### src/rtl/tone_arb_pkg.sv
// rtl/tone_arb_pkg.sv - shared constants for the speaker tone arbiter
//
// Purpose: arbiter state encoding, tone code values and the fixed-priority
// pick helper shared by tone_arbiter and its testbench.
// Ports: none (package).

package tone_arb_pkg;

    // Arbiter states; the 2'd3 code is unused and recovers to IDLE.
    localparam logic [1:0] ST_IDLE = 2'd0;
    localparam logic [1:0] ST_HOLD = 2'd1;
    localparam logic [1:0] ST_GAP  = 2'd2;

    // Tone codes carried on tone0/tone1/tone2.
    localparam logic [1:0] TONE_OFF = 2'd0;
    localparam logic [1:0] TONE_LO  = 2'd1;
    localparam logic [1:0] TONE_MID = 2'd2;
    localparam logic [1:0] TONE_HI  = 2'd3;

    // Isolates the lowest set bit: req[0] is the highest priority.
    function automatic logic [2:0] lowest_onehot(input logic [2:0] r);
        return r & (~r + 3'd1);
    endfunction

endpackage

### src/rtl/tone_gen.sv
// rtl/tone_gen.sv - square-wave divider for one selectable half-period
//
// Purpose: counts clk cycles from 0 to half_period-1 and toggles the square
// bit at each wrap. restart clears the divider so a new tone begins low and
// first rises exactly half_period clks after the restart edge.
// Ports:
//   clk          in   system clock
//   reset        in   asynchronous active-high reset
//   restart      in   clear divider and square bit (wins over en)
//   half_period  in   half-period in clk cycles
//   en           in   advance the divider
//   sq_out       out  square bit

module tone_gen #(
    parameter int HALF_W = 17
) (
    input  logic              clk,
    input  logic              reset,
    input  logic              restart,
    input  logic [HALF_W-1:0] half_period,
    input  logic              en,
    output logic              sq_out
);

    localparam logic [HALF_W-1:0] ONE = HALF_W'(1);

    logic [HALF_W-1:0] cnt_q, cnt_d;
    logic              sq_q, sq_d;

    always_comb begin
        cnt_d = cnt_q;
        sq_d  = sq_q;
        if (restart) begin
            cnt_d = '0;
            sq_d  = 1'b0;
        end else if (en) begin
            // >= rather than == so a shrinking half_period can never strand
            // the counter above the wrap point.
            if (cnt_q >= half_period - ONE) begin
                cnt_d = '0;
                sq_d  = ~sq_q;
            end else begin
                cnt_d = cnt_q + ONE;
            end
        end
    end

    always_ff @(posedge clk or posedge reset) begin
        if (reset) begin
            cnt_q <= '0;
            sq_q  <= 1'b0;
        end else begin
            cnt_q <= cnt_d;
            sq_q  <= sq_d;
        end
    end

    assign sq_out = sq_q;

endmodule

### src/rtl/tone_arbiter.sv
// rtl/tone_arbiter.sv - fixed-priority owner of the speaker output
//
// Purpose: grants the speaker to the lowest-index requester, holds the grant
// for at least MIN_HOLD_TICKS arbitration ticks, then forces GAP_TICKS of
// silence before the next grant. Drives aud_out with the granted tone.
// Ports:
//   clk      in   system clock
//   reset    in   asynchronous active-high reset
//   req      in   [2:0] request lines, req[0] highest priority
//   tone0    in   [1:0] tone code of requester 0
//   tone1    in   [1:0] tone code of requester 1
//   tone2    in   [1:0] tone code of requester 2
//   grant    out  [2:0] one-hot grant, zero when idle or in the gap
//   busy     out  high while holding or in the gap
//   aud_out  out  square-wave speaker drive

module tone_arbiter
    import tone_arb_pkg::*;
#(
    parameter int CLK_HZ         = 100_000_000,
    parameter int TICK_HZ        = 100,
    parameter int MIN_HOLD_TICKS = 10,
    parameter int GAP_TICKS      = 2,
    parameter int TONE1_HALF     = 68493,
    parameter int TONE2_HALF     = 52632,
    parameter int TONE3_HALF     = 41667
) (
    input  logic       clk,
    input  logic       reset,
    input  logic [2:0] req,
    input  logic [1:0] tone0,
    input  logic [1:0] tone1,
    input  logic [1:0] tone2,
    output logic [2:0] grant,
    output logic       busy,
    output logic       aud_out
);

    localparam int TICK_DIV = CLK_HZ / TICK_HZ;
    localparam int PRE_W    = (TICK_DIV > 1) ? $clog2(TICK_DIV) : 1;
    localparam logic [PRE_W-1:0] PRE_MAX = PRE_W'(TICK_DIV - 1);
    localparam logic [PRE_W-1:0] PRE_ONE = PRE_W'(1);

    localparam int HALF_12  = (TONE1_HALF > TONE2_HALF) ? TONE1_HALF : TONE2_HALF;
    localparam int HALF_MAX = (HALF_12 > TONE3_HALF) ? HALF_12 : TONE3_HALF;
    localparam int HALF_W   = $clog2(HALF_MAX + 1);

    localparam int HC_MAX = (MIN_HOLD_TICKS > GAP_TICKS) ? MIN_HOLD_TICKS : GAP_TICKS;
    localparam int HC_W   = (HC_MAX < 1) ? 1 : $clog2(HC_MAX + 1);
    localparam logic [HC_W-1:0] HOLD_LIM = HC_W'(MIN_HOLD_TICKS);
    localparam logic [HC_W-1:0] GAP_LIM  = HC_W'(GAP_TICKS);
    localparam logic [HC_W-1:0] HC_ONE   = HC_W'(1);

    logic [PRE_W-1:0]  pre_q, pre_d;
    logic              tick;
    logic [1:0]        state_q, state_d;
    logic [2:0]        grant_q, grant_d;
    logic [1:0]        tone_q, tone_d;
    logic [HC_W-1:0]   hcnt_q, hcnt_d;

    logic [2:0]        req_win;
    logic [1:0]        tone_win;
    logic              owner_req;
    logic              higher_req;
    logic              restart;
    logic              gen_en;
    logic              sq;
    logic [HALF_W-1:0] half_sel;

    // Free-running prescaler; never disturbed by arbitration.
    assign tick  = (pre_q == PRE_MAX);
    assign pre_d = tick ? '0 : pre_q + PRE_ONE;

    assign req_win = lowest_onehot(req);

    always_comb begin
        tone_win = tone2;
        if (req[0])      tone_win = tone0;
        else if (req[1]) tone_win = tone1;
    end

    // grant_q - 1 turns the one-hot grant into a mask of the higher-priority
    // (lower-index) lines; only meaningful while a grant is held.
    assign owner_req  = |(req & grant_q);
    assign higher_req = |(req & (grant_q - 3'd1));

    always_comb begin
        state_d = state_q;
        grant_d = grant_q;
        tone_d  = tone_q;
        hcnt_d  = hcnt_q;
        restart = 1'b0;
        case (state_q)
            ST_IDLE: begin
                if (|req) begin
                    state_d = ST_HOLD;
                    grant_d = req_win;
                    tone_d  = tone_win;
                    hcnt_d  = '0;
                    restart = 1'b1;
                end
            end
            ST_HOLD: begin
                if (hcnt_q == HOLD_LIM && (!owner_req || higher_req)) begin
                    state_d = ST_GAP;
                    grant_d = '0;
                    hcnt_d  = '0;
                end else if (tick && hcnt_q < HOLD_LIM) begin
                    hcnt_d = hcnt_q + HC_ONE;
                end
            end
            ST_GAP: begin
                // Checked before counting so GAP_TICKS=0 gives a one-clk gap.
                if (hcnt_q >= GAP_LIM) begin
                    state_d = ST_IDLE;
                    hcnt_d  = '0;
                end else if (tick) begin
                    hcnt_d = hcnt_q + HC_ONE;
                end
            end
            default: begin
                state_d = ST_IDLE;
                grant_d = '0;
                tone_d  = TONE_OFF;
                hcnt_d  = '0;
            end
        endcase
    end

    always_ff @(posedge clk or posedge reset) begin
        if (reset) begin
            pre_q   <= '0;
            state_q <= ST_IDLE;
            grant_q <= '0;
            tone_q  <= TONE_OFF;
            hcnt_q  <= '0;
        end else begin
            pre_q   <= pre_d;
            state_q <= state_d;
            grant_q <= grant_d;
            tone_q  <= tone_d;
            hcnt_q  <= hcnt_d;
        end
    end

    always_comb begin
        case (tone_q)
            TONE_MID: half_sel = HALF_W'(TONE2_HALF);
            TONE_HI:  half_sel = HALF_W'(TONE3_HALF);
            default:  half_sel = HALF_W'(TONE1_HALF);
        endcase
    end

    assign gen_en = (state_q == ST_HOLD) && (tone_q != TONE_OFF);

    tone_gen #(
        .HALF_W (HALF_W)
    ) u_tone_gen (
        .clk         (clk),
        .reset       (reset),
        .restart     (restart),
        .half_period (half_sel),
        .en          (gen_en),
        .sq_out      (sq)
    );

    assign grant   = grant_q;
    assign busy    = (state_q == ST_HOLD) || (state_q == ST_GAP);
    assign aud_out = sq && gen_en;

endmodule
### config.mk
export PLATFORM = sky130hd
export DESIGN_NAME = tone_arbiter
export DESIGN_NICKNAME = d
export VERILOG_FILES = /design/src/rtl/tone_arb_pkg.sv /design/src/rtl/tone_gen.sv /design/src/rtl/tone_arbiter.sv
export SDC_FILE = /design/constraint.sdc
export NUM_CORES = 1
export LEC_CHECK = 0
export CAP_MARGIN = 25
export CORE_UTILIZATION = 25
export CTS_BUF_LIST = sky130_fd_sc_hd__clkbuf_2
export CTS_CLUSTER_DIAMETER = 50
export CTS_CLUSTER_SIZE = 30
export DETAILED_ROUTE_END_ITERATION = 16
export HOLD_SLACK_MARGIN = 0.06
export MAX_ROUTING_LAYER = met4
export PLACE_DENSITY_LB_ADDON = 0.08
export SLEW_MARGIN = 20
export SYNTH_ARGS = -nofsm -noshare
export SYNTH_HDL_FRONTEND = slang
export SYNTH_SLANG_ARGS = --single-unit
export TNS_END_PERCENT = 1
### constraint.sdc
create_clock -name clk -period 2.6 [get_ports clk]
set_input_delay 0.26 -clock clk [delete_from_list [all_inputs] [get_ports clk]]
set_output_delay 0.26 -clock clk [all_outputs]
set_load 0.02 [all_outputs]
## Word level (Yosys, flattened, before mapping)

Index checks and enable logic that the tools add are counted.

| word-level totals | value |
|---|---|
| bits in registers | 49 |
| input port bits | 11 |
| output and inout bits | 5 |
| logic and storage cells | 81 |

| cells by class | value |
|---|---|
| add/subtract/negate cells | 6 |
| magnitude comparators | 3 |
| equality and inequality tests | 11 |
| muxes and demuxes | 27 |
| bitwise operators | 7 |
| reductions and logical operators | 20 |

Operators with widths:

| kind | count |
|---|---|
| 2-to-1 mux 17 bit | 3 |
| case mux 17 bit (2 select lines) | 1 |
| adder 20 x 1 -> 20 bit (second input constant) | 1 |
| equality test 20 bit (second input constant) | 1 |
| 2-to-1 mux 20 bit | 1 |
| 2-to-1 mux 4 bit | 5 |
| adder 17 x 1 -> 17 bit (second input constant) | 1 |
| >= comparator 17 bit | 1 |
| subtractor 17 x 1 -> 17 bit (second input constant) | 1 |
| 2-to-1 mux 2 bit | 6 |
| case mux 4 bit (3 select lines) | 1 |
| AND 3 bit | 3 |
| case mux 3 bit (3 select lines) | 1 |
| AND reduction 3 bit | 3 |
| OR reduction 3 bit | 3 |
| equality test 2 bit (second input constant) | 3 |
| 2-to-1 mux 3 bit | 2 |
| != test 2 bit (second input constant) | 3 |
| != test 3 bit (second input constant) | 2 |
| case mux 2 bit (3 select lines) | 1 |
| nonzero test 2 bit | 3 |
| 2-to-1 mux 1 bit | 5 |
| adder 4 x 1 -> 4 bit (second input constant) | 1 |
| equality test 4 bit (second input constant) | 1 |
| other kinds (14) | 21 |

## Logic depth before layout (Yosys ltp)

| logic depth | value |
|---|---|
| word-level depth | 7 |
| mapped depth | 11 |
| depth with buffers taken out | 10 |

## By module

Synthesis repeated with hierarchy kept, for this count alone.

| unflattened totals | value |
|---|---|
| cell total of the unflattened synthesis | 364 |
| area total of the unflattened synthesis | 3399.5 µm² |

By module, submodules not included:

| module | instances | cells an instance | area an instance (µm²) | sequential area each (µm²) |
|---|---|---|---|---|
| tone_arbiter | 1 | 192 | 1839.3 | 775.7 |
| tone_gen | 1 | 172 | 1560.2 | 450.4 |

## Least setup slack after synthesis

No wires, ideal clock.

| timing path | value |
|---|---|
| kind | register -> register |
| start point | register tone_q[1] |
| end point | register u_tone_gen.cnt_q[6] |
| setup time | 72 ps |
| data arrival time | 2306 ps |
| data required time | 2528 ps |
| setup slack | 222 ps |
| cell stages (with the launch flop) | 12 |
| period minus slack after synthesis | 2378 ps |
| cell sequence | dfrtp_1 > inv_1 > nor2_1 > inv_1 > ha_1 > nand3_1 > o21bai_1 > a31oi_1 > o41ai_2 > a21oi_1 > buf_2 > nor2_1 |

| between the ends | value |
|---|---|
| cells in the longest elaborated chain, start to end | 7 |
| elaborated cells on any way between the ends | 11 |

RTL lines:

| element | line | source |
|---|---|---|
| from (decl) | tone_arbiter.sv:58 | `logic [1:0] tone_q, tone_d;` |
| from (signal assigned) | tone_arbiter.sv:141 | `tone_q <= tone_d;` |
| equality test 2 bit | tone_arbiter.sv:147 | `case (tone_q)` |
| case mux 17 bit (2 select lines) | tone_arbiter.sv:147 |  |
| subtractor 17 x 1 -> 17 bit | tone_gen.sv:39 | `if (cnt_q >= half_period - ONE) begin` |
| >= comparator 17 bit | tone_gen.sv:39 |  |
| 2-to-1 mux 17 bit | tone_gen.sv:39 |  |
| 2-to-1 mux 17 bit | tone_gen.sv:36 | `end else if (en) begin` |
| 2-to-1 mux 17 bit | tone_gen.sv:33 | `if (restart) begin` |
| to (signal assigned) | tone_gen.sv:53 | `cnt_q <= cnt_d;` |
| to (decl) | tone_gen.sv:27 | `logic [HALF_W-1:0] cnt_q, cnt_d;` |

Several ways; a longest one is shown, not always the timed one. The select of a mux whose other input is x is not followed.
A chain may end at the register's enable or synchronous reset.

## Worst setup path after layout

| timing path | value |
|---|---|
| start point | register state_q[0] |
| end point | output busy |

| between the ends | value |
|---|---|
| cells in the longest elaborated chain, start to end | 2 |
| elaborated cells on any way between the ends | 3 |

RTL lines:

| element | line | source |
|---|---|---|
| from (decl) | tone_arbiter.sv:56 | `logic [1:0] state_q, state_d;` |
| from (signal assigned) | tone_arbiter.sv:139 | `state_q <= state_d;` |
| equality test 2 x 1 -> 1 bit / equality test 2 bit (equally long branches) | tone_arbiter.sv:168 | `assign busy = (state_q == ST_HOLD) \|\| (state_q == ST_GAP);` |
| logical OR 1 bit (*) | tone_arbiter.sv:168 |  |
| to (decl) | tone_arbiter.sv:35 | `output logic busy,` |

Every way passes the cells marked *; elsewhere a longest branch is shown, timed or not.

==> impl.org <==
** Synthesis
- Cell area after synthesis :: 0.00306 mm2
- By count the netlist is led by sky130_fd_sc_hd__dfrtp_1, sky130_fd_sc_hd__nor2_1, sky130_fd_sc_hd__nand2_1.
- For this run, the leading register cell type out of synthesis is sky130_fd_sc_hd__dfrtp_1.
- Distinct cell type count after synthesis :: 49
- Proportion of synthesized chip area in sequential cells :: 40.1%
- The synthesized netlist devotes 9.82% of its cell area to adder and majority cells.
- Cell with the most instances after synthesis :: sky130_fd_sc_hd__dfrtp_1
- In this run, synthesis produced a sequential element count of 49.
- The top cell type by area accounts for 40.1% of the synthesized area.
- Count of flip-flops with a built-in enable after synthesis :: 0
- Combinational family with the most area after synthesis :: simple AND/OR/NAND/NOR gates
- Share of the synthesized area in compound gates (AO/OA/AOI/OAI) :: 13.1%
- Share of synthesized area spent on multiplexers :: 0.982%
- Of the total synthesized cell area, the portion taken by XOR and XNOR cells is 8.31%.
- Top area cells in the synthesized netlist :: sky130_fd_sc_hd__dfrtp_1, sky130_fd_sc_hd__ha_1, sky130_fd_sc_hd__nor2_1, sky130_fd_sc_hd__xor2_1, sky130_fd_sc_hd__xnor2_1
- Dominant cell type by area after synthesis :: sky130_fd_sc_hd__dfrtp_1
- After technology mapping, the gate count stands at 335.
- Synthesized net count :: 370
- Summing the areas of all and, or, nand and nor instances in the mapped netlist gives 23.2% of the synthesized area.
- In the synthesized netlist the async set-or-reset flop fraction comes to 100%.
- Post-synthesis average cell area :: 9.13 um2
- The Yosys step of the flow raised 0 warnings.

** CTS
- TritonCTS built the clock tree.
- Register clock-pin slew on the reported worst setup and hold paths :: 0.26 ns
- The tree built by TritonCTS fans out to 49 sinks.
- The H-tree was split into 2 levels.
- Clock latency on the worst-skew pair :: 0.52 ns
- Post-CTS Setup Bufs :: 0
- The clock passes through at most 2 buffers.
- The number of clock buffers added by TritonCTS is 5.
- Clock Root Buffer :: sky130_fd_sc_hd__clkbuf_2

** Finish
- Relative to the synthesized area, the layout overhead comes to 15.8%.
- Proportion of layout cells with a drive suffix above 1 :: 8.79%
- Number of nets in the layout :: 398
- Number of fill cells :: 1283
- Combined flip-flop and latch cell area :: 0.00123 mm2
- Measured on the finished design, the core utilization comes to 29.6%.
- Area of combinational cells with multiple inputs :: 0.00172 mm2
- Once layout is complete, the cells apart from fillers number 511.
- The number of antenna diodes in the final layout is 0.
- Area of all placed cells without fillers :: 0.00354 mm2

** STA
- Final setup slack of the worst path :: 0.197 ns
- In this run the tightest slew margin relative to its limit is 64.5%.
- After routing, the total negative slack on setup checks comes to 0 ns.
- Unrepaired setup endpoints after global routing :: true
- For the pin with the worst max-slew slack, the measured transition is 0.533 ns.
- Min cycle time layout :: 2.40 ns
- Final setup violation count :: 0
- Final period utilization :: 92.4%
- Tightest hold margin :: 0.417 ns
- Highest Clock Rate :: 416 MHz
- The number of hold-slack violations in the final timing report was 0.
- Number of max-slew violations in the final report :: 0
- Setup clock skew after layout :: 0.0176 ns

** Place
- Including well taps, the total number of placed cells is 502.
- At the end of routability-driven placement, the weighted congestion stood at 0.728.
- Minimum setup slack after placement :: 0.0558 ns
- In this run the tool buffered the top-level ports with 15 buffer cells.
- DP HPWL :: 5240 um
- Area of placed instances :: 0.00344 mm2

** Power and ir drop
- Sw Ratio :: 40.6%
- Overall power consumption after layout is estimated at 2.28 mW.
- Power spread over the standard cell area amounts to 645 mW/mm2.
- Proportion of power drawn by flip-flops and latches :: 39.8%
- Internal :: 1.36 mW
- Clock share of power :: 19.6%
- In this run the power spent charging and discharging nets is 0.927 mW.
- Logic gate share of total power :: 40.6%
- For this design the static power due to leakage is 1.57 nW.
- The worst-case IR drop observed on VDD is 0.160 mV.

** Die
- Placeable core region :: 0.0120 mm2
- Die area :: 0.0127 mm2
- Cell row count :: 40
- Vertical die dimension :: 113 um
- The die is 113 um wide.
- The initial utilization of the core area, before any placement, comes to 25.6%.
- 16 I/O pins were placed.

** Drt
- Initial DRC Count :: 85
- Avg WL per Cell :: 13.7 um
- Vias per std cell :: 4.66
- For this run, design rule violations remaining after detail routing come to 0.
- The count of nets left with antenna violations once routing finished came out at 0.
- Total iterations of the first detailed-routing run :: 5
- Number of vias after detailed routing :: 2382
- Drt total wl :: 6990 um

** Run
- Maxcap violations :: 0

** Worst hold path
- The worst hold path belongs to the class in2reg.

** GRT
- Via count of the first global-routing pass :: 2452
- Overflow left after global routing :: 0
- Across every metal layer, demand over resource in global routing totals 12.7%.
- The number of antenna violations at the first check in global routing was 0.
- Entering global routing, the biggest net connects 22 pins.
- The first global-routing pass estimated 12300 um of wire.

** Critical path
- Critical path class :: reg2out
- STA classifies the critical path endpoint as a primary output.
- Traced cell by cell, the critical path runs through inv_1 > ha_1 > clkdlybuf4s50_1.
- Critical Path Start Type :: flip-flop
- In this design, the stage delay of the slowest critical-path cell is 0.66 ns.
- Arrival time reported for the critical path endpoint :: 2.14 ns
- Library cell contributing the largest single delay on the critical path :: sky130_fd_sc_hd__clkdlybuf4s50_1
- STA puts the critical path data required time at 2.34 ns.
- Maximum net fanout on the critical path :: 8

** Outcome
- The run finished with clean final reports.
per-layer routing:
metal / GRT usage, % / share of wire, % / vias up
met1: 16.5 / 51 / 1145
met3: 3.51 / 2.7 / 6
li1: - / - / 1214
met4: 4.27 / 1.4 / 0
met2: 19.1 / 45 / 17
met5: - / 0 / -
placed cells by master, fill, tap and decap left out, drive strengths merged, types with 2 or more instances in the layout:
cell type / count
nand2b: 5
xor2: 16
ha: 24
a21oi: 11
nor2: 44
and2: 4
dfrtp: 49
mux2i: 3
o41ai: 2
and3: 8
nand4: 10
a211oi: 5
clkdlybuf4s50: 14
nand3: 22
nand2: 29
conb: 2
nor3: 7
a31oi: 4
buf: 12
o31ai: 3
o21bai: 2
a32o: 2
clkbuf: 5
o21ai: 17
inv: 24
nor4: 2
nor2b: 3
xnor2: 13
logic make-up after synthesis:
family	Yosys count
and+or+nand+nor	143
AOI/OAI and AO/OA	54
DFF	49
buffers and inverters	31
xor gates and xnor gates	29
adders and majority gates	24
muxes	3
other	2
path summary, 6_finish.rpt:
kind | from | slack, ns | end | cells past startpoint
worst max register to register | tone_q[1]$_DFFE_PP0P_ | 0.21 | u_tone_gen.cnt_q[4]$_DFFE_PP0P_ | 11
worst max-delay path | state_q[0]$_DFFE_PP0P_ | 0.20 | busy | 3
worst min-delay path | tone0[1] | 0.42 | tone_q[1]$_DFFE_PP0P_ | 3
worst min register to register | pre_q[0]$_DFF_PP0_ | 0.47 | pre_q[0]$_DFF_PP0_ | 1
max in group asynchronous | reset | 1.47 | u_tone_gen.cnt_q[11]$_DFFE_PP0P_ | 4
min in group asynchronous | reset | 0.52 | u_tone_gen.sq_out$_DFFE_PP0P_ | 3
registers in the layout, summed over array words and instances (netlist names):
register and flops:
u_tone_gen.cnt_q 17, grant 3, u_tone_gen.sq_out 1, tone_q 2, state_q 2, hcnt_q 4
pre_q 20
worst max-delay path, delay by kind of cell (launching register included):
kind | cells | cell delay (ns)
adder cells (fa/ha/maj) | 1 | 0.46
buffers and inverters | 2 | 0.73
flip-flops | 1 | 0.44
layout make-up:
| cell class | count | area share [%] |
|---|---|---|
| Multi-Input combinational cell | 255 | 48.5 |
| Timing Repair Buffer | 28 | 7.25 |
| Clock buffer | 5 | 0.707 |
| Clock inverter | 3 | 1.17 |
| Tap cell | 147 | 5.20 |
| Inverter | 24 | 2.55 |
| Sequential cell | 49 | 34.7 |
power by group through the flow:
stage / logic (mW) / registers (mW) / clock network, mW
floorplan: 0.586 / 0.922 / 0
global placement: 0.923 / 0.922 / 0
detailed placement: 0.912 / 0.922 / 0
CTS: 0.924 / 0.909 / 0.481
global route: 1.06 / 0.926 / 0.514
finish: 0.928 / 0.909 / 0.448
timing repair:
item	in CTS	in global routing
gates cloned	0	0
endpoints found under the setup margin	1	19
pin swaps	0	0
gates resized for setup	2	6
endpoints found under the hold margin	13	0
hold buffers	1	0
No activity file was read; power rests on OpenSTA's default activity.
